<file path="config.mk">
export PLATFORM = sky130hd
export DESIGN_NAME = add_accumulate_sequencer
export DESIGN_NICKNAME = d
export VERILOG_FILES = /design/src/rtl/add_pkg.sv /design/src/rtl/add_accumulate_sequencer.sv
export SDC_FILE = /design/constraint.sdc
export NUM_CORES = 1
export LEC_CHECK = 0
export CAP_MARGIN = 25
export CORE_ASPECT_RATIO = 1.4
export CORE_UTILIZATION = 45
export CTS_CLUSTER_DIAMETER = 60
export DETAILED_ROUTE_END_ITERATION = 10
export PLACE_DENSITY = 0.86
export SYNTH_ARGS = -nofsm -noshare
export SYNTH_HDL_FRONTEND = slang
export SYNTH_SLANG_ARGS = --single-unit
export TNS_END_PERCENT = 10
</file>
<file path="constraint.sdc">
create_clock -name clk -period 2.8 [get_ports clk]
set_input_delay 0.28 -clock clk [delete_from_list [all_inputs] [get_ports clk]]
set_output_delay 0.28 -clock clk [all_outputs]
set_load 0.01 [all_outputs]
</file>
<file path="src/rtl/add_pkg.sv">
// Shared types and constants for the add/accumulate sequencer.
//
// Contents:
//   op_t         operation codes carried on in_op
//   state_t      sequencer FSM states
//   ADD_W        width of the external split-capable adder
//   LANE_W       width of one byte lane when the adder is split
//   ACC_W        accumulator width (two adder passes)
//   lowLaneCarry recovers the carry out of the low byte lane
package add_pkg;

  localparam int ADD_W  = 16;
  localparam int LANE_W = 8;
  localparam int ACC_W  = 32;

  typedef enum logic [1:0] {
    CLEAR  = 2'b00,
    ADD16  = 2'b01,
    ADD8X2 = 2'b10,
    ADD32  = 2'b11
  } op_t;

  typedef enum logic [1:0] {
    IDLE    = 2'b00,
    EXEC_LO = 2'b01,
    EXEC_HI = 2'b10,
    RESP    = 2'b11
  } state_t;

  // The adder only exposes its top carry, so the low lane's carry is
  // rebuilt from the lane MSBs: both operands set always carries, and
  // exactly one set carries when the sum bit came out clear.
  // Valid only when the lane's carry-in is zero.
  function automatic logic lowLaneCarry(input logic aMsb,
                                        input logic bMsb,
                                        input logic sMsb);
    return (aMsb & bMsb) | ((aMsb ^ bMsb) & ~sMsb);
  endfunction

endpackage

</file>
<file path="src/rtl/add_accumulate_sequencer.sv">
// Sequencer and accumulator in front of an external 16-bit adder.
// An accepted operation runs one adder pass (two for ADD32, chained
// through the carry) and the result is offered until the consumer
// takes it.
//
// Ports:
//   clk, rst                async active-high reset
//   in_valid/in_ready       operation handshake, in_op + in_data
//   add_a/add_b/add_ci/
//   add_split               drive the external adder
//   add_s/add_co            adder result, combinational
//   out_valid/out_ready     result handshake
//   out_acc, out_cy         accumulator and carry flags
module add_accumulate_sequencer
  import add_pkg::*;
#(
  parameter int ACC_W = add_pkg::ACC_W,
  parameter int ADD_W = add_pkg::ADD_W
) (
  input  logic             clk,
  input  logic             rst,
  input  logic             in_valid,
  output logic             in_ready,
  input  logic [1:0]       in_op,
  input  logic [ACC_W-1:0] in_data,
  output logic [ADD_W-1:0] add_a,
  output logic [ADD_W-1:0] add_b,
  output logic             add_ci,
  output logic             add_split,
  input  logic [ADD_W-1:0] add_s,
  input  logic             add_co,
  output logic             out_valid,
  input  logic             out_ready,
  output logic [ACC_W-1:0] out_acc,
  output logic [1:0]       out_cy
);

  state_t           r_state;
  state_t           w_nextState;
  op_t              r_op;
  logic [ACC_W-1:0] r_data;
  logic [ACC_W-1:0] r_acc;
  logic [1:0]       r_cy;
  logic             r_cyMid;

  assign in_ready  = (r_state == IDLE);
  assign out_valid = (r_state == RESP);
  assign out_acc   = r_acc;
  assign out_cy    = r_cy;

  // State register; reset aborts any operation in flight.
  always_ff @(posedge clk or posedge rst) begin
    if (rst) begin
      r_state <= IDLE;
    end else begin
      r_state <= w_nextState;
    end
  end

  // Next state and adder drive. The adder sees zeros except during the
  // two execute states, so it is quiet while idle or waiting on output.
  always_comb begin
    w_nextState = r_state;
    add_a       = '0;
    add_b       = '0;
    add_ci      = 1'b0;
    add_split   = 1'b0;
    case (r_state)
      IDLE: begin
        if (in_valid) w_nextState = EXEC_LO;
      end
      EXEC_LO: begin
        add_a       = r_acc[ADD_W-1:0];
        add_b       = r_data[ADD_W-1:0];
        add_split   = (r_op == ADD8X2);
        w_nextState = (r_op == ADD32) ? EXEC_HI : RESP;
      end
      EXEC_HI: begin
        add_a       = r_acc[ACC_W-1:ADD_W];
        add_b       = r_data[ACC_W-1:ADD_W];
        add_ci      = r_cyMid;
        w_nextState = RESP;
      end
      RESP: begin
        if (out_ready) w_nextState = IDLE;
      end
      default: w_nextState = IDLE;
    endcase
  end

  // Operand latch and accumulator update. The upper accumulator word is
  // only touched by CLEAR and the second ADD32 pass; the low-word carry
  // of ADD32 is parked in r_cyMid to feed the high pass.
  always_ff @(posedge clk or posedge rst) begin
    if (rst) begin
      r_op    <= CLEAR;
      r_data  <= '0;
      r_acc   <= '0;
      r_cy    <= '0;
      r_cyMid <= 1'b0;
    end else begin
      case (r_state)
        IDLE: begin
          if (in_valid) begin
            r_op   <= op_t'(in_op);
            r_data <= in_data;
          end
        end
        EXEC_LO: begin
          case (r_op)
            CLEAR: begin
              r_acc <= '0;
              r_cy  <= 2'b00;
            end
            ADD16: begin
              r_acc[ADD_W-1:0] <= add_s;
              r_cy             <= {add_co, 1'b0};
            end
            ADD8X2: begin
              r_acc[ADD_W-1:0] <= add_s;
              r_cy <= {add_co, lowLaneCarry(r_acc[LANE_W-1],
                                            r_data[LANE_W-1],
                                            add_s[LANE_W-1])};
            end
            ADD32: begin
              r_acc[ADD_W-1:0] <= add_s;
              r_cyMid          <= add_co;
            end
            default: r_acc <= r_acc;
          endcase
        end
        EXEC_HI: begin
          r_acc[ACC_W-1:ADD_W] <= add_s;
          r_cy                 <= {add_co, r_cyMid};
        end
        default: r_cy <= r_cy;
      endcase
    end
  end

endmodule

</file>
==> impl_metrics.ini <==
[run_status]
status = finished clean

[power]
p_comb_frac = 0.557
p_total_uw = 5870
power.leakage_uw = 0.00207
clockPowerShare = 0.127
p_sw_uw = 2220
powerDensity_nw_per_um2 = 1160
vdd_ir_drop_max_mv = 0.712
intPower_uw = 3640
pwr-share-seq = 0.316
switching_share = 0.379

[layout]
nNetsFinal = 515
area_delta_synth_final_pct = 45.3
num_antenna_cells = 0
layout_common_cells = clkdlybuf4s50_1 (124), dfrtp_1 (71), nand2_1 (49)
fin_cells = 550
fin_util = 0.680
final_common_cell = clkdlybuf4s50_1
design_area_sq_um = 5040
drive_gt1_frac = 0.115

[cts]
cts_root_buffer = clkbuf_8
cts.sinks = 71
clk_latency_ns = 0.35
post_cts_buffers = 0
cts_buffers = 9
cts_tree = built
clk_transition_reported_paths_ns = 0.07
holdBufCountCts = 0
clock_path_buffers = 2
htree_levels = 3

[logic_synthesis]
synth.area.top_cells = dfrtp_1 (51%), mux2_2 (7.5%), a22oi_1 (6.9%)
yosysWarnings = 0
syn_inst = 329
yosysUniqueCellTypes = 25
synth_top_cell_by_area = dfrtp_1
ys_seq_elements = 71
syn_area_sq_um = 3470
synth_fp_nets = 395
synth_top_cell_area_share = 0.513
ys_seq_area_frac = 0.513
synth.avg_cell_area_sq_um = 10.5

[timing]
finalSetupTns_ns = 0
slew_violations = 0
setup_violations = 0
tightestPinTransition_ns = 0.768
maxClockFrequency_mhz = 371
hold_viol_final = 0
post-route-min-period_ns = 2.70
fin_crit_sh = 0.964
clock_skew_ns = 0.0104
slew_headroom = 0.486

[route]
drc = 0
viasPerCell = 5.10
vias = 2806
first_iter_violations = 159
avgRoutedWirePerCell_um = 15.8
dr.pass1.iters = 4
routed_wl_um = 8670
antenna_left = 0

[floorplanning]
rows = 37
design.core.area_sq_um = 7410
dieArea_sq_um = 8060
die_h_um = 106
start_util = 0.468
io_pins = 125
die_x_um = 76.2

[global_routing]
grt_max_degree = 46
overflow = 0
grt.total_usage = 0.232
first_global_vias = 3055
grt_antenna_before_repair = 0
grt_pass1_wl_um = 14600

[critical_path]
cp_cell_sequence = inv_1 > ha_1 > buf_6 > a22oi_1 > nor2b_1 > clkdlybuf4s50_1
crit_path_end_kind = output pin
cp_slowest_cell = clkdlybuf4s50_1
startpoint_type = register
crit_arrival_ns = 2.42
crit_fanout = 24
required_ns = 2.52
cpLargestDelayFamily = buffers and inverters
slowest_delay_ns = 0.57
crit_buf_inv = 3
criticalPathCategory = reg -> out

[placed_design]
gp_congestion = 0.831
io_buffer_count = 124
dpl-instance-area_sq_um = 4830
place_inst = 535
post-dp-hpwl_um = 6170

[run]
maxCapViolCount = 0

[min_path]
hold_path.class = in -> async
==> per-stage QoR <==
| step | worst slack [ns] | hold slack [ns] |
|---|---|---|
| after floorplan | 0.723 | 0.397 |
| after global placement | 0.541 | 0.474 |
| after detailed placement | 0.441 | 0.486 |
| after CTS | 0.0186 | 0.333 |
| after global routing | -0.00690 | 0.364 |
| final | 0.101 | 0.318 |
==> flip-flops by register name, indices dropped and copies added (netlist names) <==
register	flops
r_op	2
r_data	32
r_state	2
r_cyMid	1
out_cy	2
out_acc	32
==> layout make-up <==
cell class	instances	area (sq um)
clock buffer	12	165
clock inverter	3	17.5
fill	574	2370
inverter	24	90.1
multi-input combinational	212	1530
sequential	71	1780
tap	97	121
timing repair buffer	131	1340
==> layer usage <==
metal / track usage / wire, um
met2: 0.399 / 4490
met4: 0.120 / 202
met1: 0.268 / 3470
met5: 0 / 0
met3: 0.0571 / 503
==> synth_stat cells <==
library cell	instances
dfrtp_1	71
nand2_1	49
nor2b_1	34
a22oi_1	32
inv_1	24
mux2_2	23
buf_2	16
o21ai_0	16
o21ai_1	15
mux2_1	14
ha_1	11
clkbuf_1	6
and2_1	2
mux2i_1	2
nor2_1	2
o22ai_1	2
o31ai_1	2
a21o_1	1
a21oi_1	1
mux2i_2	1
nand2_2	1
nand2b_1	1
nor2b_2	1
o21a_1	1
o41ai_4	1
==> worst register-to-register path, cell delays in order (launching register included) <==
cell and delay (ns):
dfrtp_1 0.45, inv_1 0.21, ha_4 0.25, buf_12 0.23, nor2b_2 0.61, nand2_1 0.12
o21ai_0 0.12
==> power groups by stage <==
stage          clock [uW]  combinational [uW]  sequential, uW
3_3_place_gp            0                3120            1830
6_report              745                3260            1860
2_1_floorplan           0                1740            1880
3_5_place_dp            0                3210            1870
4_1_cts               767                3230            1850
5_1_grt               821                3530            1910
==> repair_timing <==
action,4_1_cts,5_1_grt
setup endpoints to repair,0,14
resized for setup,0,4
endpoints found under the hold margin,0,0
==> cells by family after synthesis <==
logic type,synth area share
simple gates,0.126
compound gates,0.136
flops,0.513
buf+inv,0.0556
mux,0.130
fa+ha+maj,0.0397
==> path summary, 6_finish.rpt <==
path / from / to / slack, ns / depth (start not counted)
max: r_state[0] / add_b[7] / 0.10 / 6
min: rst / out_acc[9] / 0.32 / 2
max reg2reg: r_state[1] / out_acc[9] / 0.73 / 6
min reg2reg: r_data[30] / r_data[30] / 0.50 / 1
max in group asynchronous: rst / out_acc[27] / 1.83 / 3
min in group clk: r_data[30] / r_data[30] / 0.50 / 1
Note: power is estimated with default switching activity, not from simulation.
